**config.mk**
```make
export PLATFORM = sky130hd
export DESIGN_NAME = fwd_hazard_unit
export DESIGN_NICKNAME = d
export VERILOG_FILES = /design/src/rtl/fwd_hazard_unit.sv
export SDC_FILE = /design/constraint.sdc
export NUM_CORES = 1
export LEC_CHECK = 0
export BUFFER_PORTS_ARGS = -buffer_cell sky130_fd_sc_hd__buf_2
export CAP_MARGIN = 0
export CORE_AREA = 2 2 73 54
export DETAILED_ROUTE_END_ITERATION = 10
export DIE_AREA = 0 0 75 56
export PLACE_DENSITY = 0.91
export SLEW_MARGIN = 15
export SYNTH_ARGS = -nofsm -noshare
export SYNTH_HDL_FRONTEND = slang
export SYNTH_SLANG_ARGS = --single-unit
export TNS_END_PERCENT = 10
```
**constraint.sdc**
```tcl
create_clock -name clk -period 3.25 [get_ports clk]
set_input_delay 0.1625 -clock clk [delete_from_list [all_inputs] [get_ports clk]]
set_output_delay 0.1625 -clock clk [all_outputs]
set_load 0.02 [all_outputs]
```
**src/rtl/fwd_hazard_unit.sv**
```systemverilog
// Forwarding and load-use hazard controller for the 16-bit pipelined core.
// Tracks EX/MEM/WB register usage and drives EX operand mux selects.
module fwd_hazard_unit #(
  parameter int RA_W     = 3,
  parameter bit ZERO_REG = 1'b1,
  parameter int CNT_W    = 16
) (
  input  logic            clk,
  input  logic            rst,
  input  logic            freeze,
  input  logic            flush,
  input  logic            id_valid,
  input  logic [RA_W-1:0] id_src1,
  input  logic [RA_W-1:0] id_src2,
  input  logic            id_src1_used,
  input  logic            id_src2_used,
  input  logic [RA_W-1:0] id_dest,
  input  logic            id_wb_en,
  input  logic            id_mem_read,
  output logic [1:0]      fwd_sel1,
  output logic [1:0]      fwd_sel2,
  output logic            stall,
  output logic [CNT_W-1:0] stall_cnt
);

  typedef struct packed {
    logic            valid;
    logic [RA_W-1:0] src1;
    logic [RA_W-1:0] src2;
    logic            src1_used;
    logic            src2_used;
    logic [RA_W-1:0] dest;
    logic            wb_en;
    logic            mem_read;
  } ex_t;

  typedef struct packed {
    logic            valid;
    logic [RA_W-1:0] dest;
    logic            wb_en;
  } wr_t;

  ex_t ex_q;
  wr_t mem_q;
  wr_t wb_q;
  ex_t ex_d;

  function automatic logic wr(
    input logic            v,
    input logic            we,
    input logic [RA_W-1:0] d,
    input logic [RA_W-1:0] r
  );
    return v && we && (d == r)
      && !(ZERO_REG && (d == '0));
  endfunction

  logic mem_w1, mem_w2;
  logic wb_w1, wb_w2;
  logic ex_ld, id_hit;

  assign mem_w1 = wr(mem_q.valid, mem_q.wb_en,
                     mem_q.dest, ex_q.src1);
  assign mem_w2 = wr(mem_q.valid, mem_q.wb_en,
                     mem_q.dest, ex_q.src2);
  assign wb_w1  = wr(wb_q.valid, wb_q.wb_en,
                     wb_q.dest, ex_q.src1);
  assign wb_w2  = wr(wb_q.valid, wb_q.wb_en,
                     wb_q.dest, ex_q.src2);

  // Newest producer (MEM) takes priority over WB.
  always_comb begin
    fwd_sel1 = 2'd0;
    if (ex_q.valid && ex_q.src1_used) begin
      if (mem_w1)
        fwd_sel1 = 2'd1;
      else if (wb_w1)
        fwd_sel1 = 2'd2;
    end
  end

  always_comb begin
    fwd_sel2 = 2'd0;
    if (ex_q.valid && ex_q.src2_used) begin
      if (mem_w2)
        fwd_sel2 = 2'd1;
      else if (wb_w2)
        fwd_sel2 = 2'd2;
    end
  end

  assign ex_ld = ex_q.valid && ex_q.mem_read
    && ex_q.wb_en
    && !(ZERO_REG && (ex_q.dest == '0));

  assign id_hit =
    (id_src1_used && (id_src1 == ex_q.dest)) ||
    (id_src2_used && (id_src2 == ex_q.dest));

  assign stall = id_valid && ex_ld && id_hit
    && !flush && !freeze;

  always_comb begin
    ex_d = '0;
    if (!(stall || flush)) begin
      ex_d.valid     = id_valid;
      ex_d.src1      = id_src1;
      ex_d.src2      = id_src2;
      ex_d.src1_used = id_src1_used;
      ex_d.src2_used = id_src2_used;
      ex_d.dest      = id_dest;
      ex_d.wb_en     = id_wb_en;
      ex_d.mem_read  = id_mem_read;
    end
  end

  always_ff @(posedge clk or negedge rst) begin
    if (!rst) begin
      ex_q      <= '0;
      mem_q     <= '0;
      wb_q      <= '0;
      stall_cnt <= '0;
    end else if (!freeze) begin
      wb_q        <= mem_q;
      mem_q.valid <= ex_q.valid;
      mem_q.dest  <= ex_q.dest;
      mem_q.wb_en <= ex_q.wb_en;
      ex_q        <= ex_d;
      if (stall && (stall_cnt != '1))
        stall_cnt <= stall_cnt + 1'b1;
    end
  end

endmodule

```
==> flow_metrics.tcl, run 1 <==
set metrics [dict create \
    post_cts_buffers 0 \
    grt_max_degree 41 \
    avgSynthCellArea_sq_um 11.2 \
    io_buffer_count 38 \
    start_util_pct 58.6 \
    utilization_pct 69.1 \
    path_common_cell "nand2_1" \
    grt_pass1_wl_mm 7.30 \
    power_uw 1120 \
    reg2reg_from "stall_cnt[0]" \
    syn_to_final_growth_pct 17.9 \
    placed_cells 262 \
    drc 0 \
    gp_congestion 0.812 \
    rsz0062_at_grt "false" \
    core.rowCount 18 \
    die_h_microns 56 \
    synth_common_cells "dfrtp_1, xnor2_1, nor2b_1" \
    core_sq_um 3450 \
    max_stage_delay_ps 420 \
    htree_levels 2 \
    synth_top_area_cell "dfrtp_1" \
    ys_top_cells_by_area "dfrtp_1, xnor2_1, a22o_1" \
    worstHoldStart "id_valid" \
    clk_pin_slew_ps 80 \
    worst_clock_skew_ps 4.32 \
    dieArea_sq_um 4200 \
    ys.flop_type "dfrtp_1" \
    setup-tns-final_ps 0 \
    cts_buffers 5 \
    slew-limit-headroom_pct 42.6 \
    crit_chain "ha_1 > nand2_1 > nor2b_1 > nand3_1 > nand2_1 > mux2_1" \
    yosysSeqAreaShare_pct 49.6 \
    maxSlewViolCount 0 \
    critical_path_class "reg -> reg" \
    yosysTopAreaCellShare_pct 49.6 \
    grt_pass1_vias 1464 \
    antenna_found_initial 0 \
    wire_per_inst_microns 15.6 \
    layout_min_cycle_time_ps 2190 \
    wirelength_mm 4.22 \
    setup_viol 0 \
    antenna_cells 0 \
    hpwl_mm 2.93 \
    irDropWorstVdd_mv 0.345 \
    nets 239 \
    synthesis.area_sq_um 2020 \
    cp_slowest_cell "dfrtp_1" \
    ant_nets 0 \
    finalHoldViolCount 0 \
    cts_tree "built" \
    cap_violations 0 \
    stdcell_count 271 \
    ios 39 \
    yosysWarningCount 0 \
    clk_latency_ps 300 \
    cts_resized 0 \
    synth_nets 199 \
    worst_slew_pin_slew_ps 859 \
    cp-startpoint "stall_cnt[0]" \
    synth-seq-cells 40 \
    async_flop_share_pct 100 \
    grt_overflow 0 \
    clkSinkCount 40 \
    drt_iter0_drc 113 \
    vias 1518 \
    end_kind "register" \
    clockBufferDepth 2 \
    worst-path-max-fanout 8 \
    synth_cells 180 \
    startpoint_type "register" \
    layout-drive-gt1-share_pct 25.8 \
    hp-class "in -> reg" \
    synth_edf_count 0 \
    cts_root_buf "clkbuf_8" \
    detail_route.vias_per_cell 5.60 \
    first_pass_iters 4 \
    power.density_nw_per_um2 471 \
    gr-usage-all-layers_pct 23.2 \
    outcome "finished, final reports clean" \
    yosysMostFrequentCell "dfrtp_1" \
    arrival_ps 2370 \
    die_w_microns 75 \
    p_leak_uw 0.00115 \
    period_share_pct 67.3 \
    ys_types 31 \
    cts_hold_buf 1 \
    cp.required_ps 3430 \
    max_freq_mhz 457 \
]
==> worst max-delay path: cells and delay by family, from the launching register on <==
kind	cells	cell delay (ps)
simple gates	4	1050
flops	1	420
fa+ha+maj	1	260
mux	1	340
==> state kept, by name, indices dropped and copies added (netlist names) <==
signal and cells:
ex_q 14, mem_q 5, stall_cnt 16, wb_q 5
==> cell families (layout without fill, tap and decap cells) <==
kind of cell / count (synthesis) / after routing / synth area share (%)
AOI/OAI and AO/OA: 20 / 20 / 8.49
muxes: 13 / 13 / 7.25
and+or+nand+nor: 71 / 71 / 20.3
buffers and inverters: 7 / 48 / 1.55
DFF: 40 / 40 / 49.6
adders and majority gates: 1 / 1 / 0.620
xor gates and xnor gates: 28 / 28 / 12.2
==> path summary, 6_finish.rpt <==
kind                                 to  slack (ps)  cells after the start
min reg2reg                stall_cnt[5]         490                      1
max in group asynchronous  stall_cnt[4]        2210                      2
max reg2reg                stall_cnt[1]        1060                      6
min                            ex_q[13]         170                      3
min in group asynchronous       ex_q[2]         500                      2
max                        stall_cnt[1]        1060                      6
==> layer usage <==
metal | vias to the layer above | global-route usage (%) | wire (microns)
met5 | - | 0 | 0
met4 | 0 | 10.7 | 119
met3 | 11 | 4.89 | 235
met2 | 43 | 31.5 | 1810
met1 | 729 | 35.1 | 2050
li1 | 735 | - | -
==> cell usage in the layout, fill, tap and decap left out, types with 2 or more instances in the layout <==
cell,netlist,routed
a22o_1,13,13
nand3_1,7,7
mux2_2,9,9
nand4_1,13,13
mux2_1,4,4
nor4_1,2,2
clkbuf_8,0,7
and3_1,9,9
dfrtp_1,40,40
nor2b_1,14,14
nor3_1,5,5
a21oi_1,2,2
buf_2,1,38
xnor2_1,22,22
xor2_1,6,6
nand2_1,9,9
nand2b_1,4,4
nor2_1,3,3
==> area by class of cell <==
class	count	area (sq um)
fillers	253	1070
flip-flops and latches	40	1000
multi-input cells	133	986
repair buffers	39	200
clock buffers	7	96.3
well taps	50	62.6
clock inverters	1	30.0
inverters	1	3.75
==> where the power goes <==
group	leakage [uW]	switching, uW	internal [uW]
Sequential	0.000537	39.0	526
Combinational	0.000545	49.8	59.6
Clock	0.0000645	176	271
Total	0.00115	265	857
==> per-stage QoR <==
step | hold WS (ps) | area (sq um) | setup WS [ps]
3_5_place_dp | 316 | 2240 | 940
4_1_cts | 170 | 2380 | 1090
2_1_floorplan | -133 | 2020 | 1350
5_1_grt | 184 | 2380 | 931
3_3_place_gp | 308 | 2240 | 993
6_report | 173 | 2380 | 1060
Note: power is estimated with default switching activity, not from simulation.
==> run 2, diff against run 1 <==
Settings changed: CORE_AREA 2 2 73 54 to 2 2 77 57, DIE_AREA 0 0 75 56 to 0 0 79 59, PLACE_DENSITY 0.91 to 0.83.
Clock period 3.25 ns to 2.21 ns, I/O delays scaled along.
==> run 2 against run 1 <==
Against the previous run: setup slack got worse by 840 ps; wire length shrank 6.6%; hold slack got worse by 50 ps; sequential power is 47% higher; critical path depth fell by 1; clock-buffer cell count shrank 1; sequential share of layout area is 0.29 points higher; largest power group unchanged; via count decreased by 1.8%; critical endpoint unchanged; cell count up 1.8%; combinational power is 48% higher; register-to-register slack worse by 840 ps.
==> flow_metrics.tcl, run 2 (synthesis gave the netlist of run 1 again) <==
set metrics [dict create \
    clk_pin_slew_ps 70 \
    gp_congestion 0.858 \
    cts_hold_buf 1 \
    largestRegisters "stall_cnt (16), ex_q (14)" \
    wirelength_mm 3.94 \
    r2r_cells 5 \
    utilization_pct 61.4 \
    rsz0062_at_grt "false" \
    startpoint_type "register" \
    maxSlewViolCount 0 \
    ant_nets 0 \
    wire_per_inst_microns 14.3 \
    clockBufferDepth 2 \
    core.rowCount 19 \
    grt_max_degree 41 \
    arrival_ps 2160 \
    clkSinkCount 40 \
    setup-tns-final_ps 0 \
    htree_levels 2 \
    internal_power_uw 1080 \
    die_w_microns 79 \
    place_area_sq_um 2280 \
    cts_tree "built" \
    worst_slew_pin_slew_ps 834 \
    clk_latency_ps 280 \
    first_pass_iters 4 \
    power.density_nw_per_um2 607 \
    grt_pass1_vias 1448 \
    finalHoldViolCount 0 \
    dieArea_sq_um 4660 \
    p_comb_share_pct 11.2 \
    reg2reg_from "ex_q[13]" \
    r2r_slack_ps 220 \
    cap_violations 0 \
    slew-limit-headroom_pct 44.4 \
    gr-usage-all-layers_pct 19.3 \
    seq_power_share_pct 57.8 \
    detail_route.vias_per_cell 5.40 \
    hold_ws_ps 123 \
    irDropWorstVdd_mv 0.351 \
    cts_root_buf "clkbuf_8" \
    layout_commonest_cell "dfrtp_1" \
    worst_clock_skew_ps 2.66 \
    drt_iter0_drc 125 \
    ios 39 \
    post_cts_buffers 0 \
    worst-path-max-fanout 14 \
    p_sw_uw 357 \
    worstHoldStart "freeze" \
    antenna_found_initial 0 \
    hp-class "in -> reg" \
    start_util_pct 52.4 \
    critical_path_class "reg -> reg" \
    syn_to_final_growth_pct 17.1 \
    io_buffer_count 38 \
    core_sq_um 3850 \
    nets 243 \
    min_path_cells 3 \
    hpwl_mm 2.91 \
    largest_reg_flops 16 \
    setup_viol 0 \
    period_share_pct 90.0 \
    most-common-layout-cells "dfrtp_1, buf_2, xnor2_1, nor2b_1" \
    antenna_cells 0 \
    hold_path_end "mem_q[4]" \
    grt_overflow 0 \
    design_area_sq_um 2360 \
    cts_resized 0 \
    max_freq_mhz 503 \
    die_h_microns 59 \
    cts_buffers 5 \
    grt_pass1_wl_mm 6.86 \
    layout-drive-gt1-share_pct 26.3 \
    p_leak_uw 0.00114 \
    p_clk_share_pct 31.0 \
    end_kind "register" \
    cp.required_ps 2380 \
    drc 0 \
    layout_min_cycle_time_ps 1990 \
    swShare_pct 24.9 \
    top_register "stall_cnt" \
    vias 1491 \
    r2r-end "stall_cnt[1]" \
    outcome "finished, final reports clean" \
]
run 2: layout make-up:
| type | instances | area (sq um) |
|---|---|---|
| multi-input combinational | 133 | 986 |
| inverter | 1 | 3.75 |
| tap | 52 | 65.1 |
| sequential | 40 | 1000 |
| clock inverter | 1 | 5.00 |
| clock buffer | 6 | 72.6 |
| fill | 333 | 1490 |
| timing repair buffer | 43 | 230 |
run 2: worst max-delay path by stage:
stage            startpoint             to  slack [ps]  cells past startpoint
3_5_place_dp       ex_q[13]   stall_cnt[1]         240                      5
4_1_cts            ex_q[13]          stall         210                      4
6_report           ex_q[13]   stall_cnt[1]         220                      5
2_1_floorplan  stall_cnt[0]   stall_cnt[1]         310                      6
5_1_grt            mem_q[1]    fwd_sel1[1]          60                      4
3_3_place_gp       ex_q[13]  stall_cnt[12]         310                      5
run 2: critical path, cell delays in order (launching register included):
cell	delay (ps)
dfrtp_1	400
nand2b_1	100
or4_4	530
a21oi_4	330
nand2_1	180
mux2_1	340
run 2: metrics by stage:
| step | total power (uW) | worst slack, ps | std cells |
|---|---|---|---|
| 2_1_floorplan | 942 | 313 | 180 |
| 3_3_place_gp | 999 | 307 | 268 |
| 3_5_place_dp | 1000 | 240 | 268 |
| 4_1_cts | 1450 | 213 | 276 |
| 5_1_grt | 1520 | 61.0 | 276 |
| 6_report | 1440 | 220 | 276 |
run 2: power groups by stage:
stage	sequential (uW)	clock, uW	combinational, uW
after detailed placement	843	0	161
after CTS	829	459	163
after global placement	840	0	158
after floorplan	826	0	116
final	830	444	161
after global routing	837	500	182
run 2: per-layer routing:
layer	routed length, microns	track usage (%)
met1	2070	29.6
met5	0	0
met3	179	5.79
met2	1640	26.4
met4	47	5.42
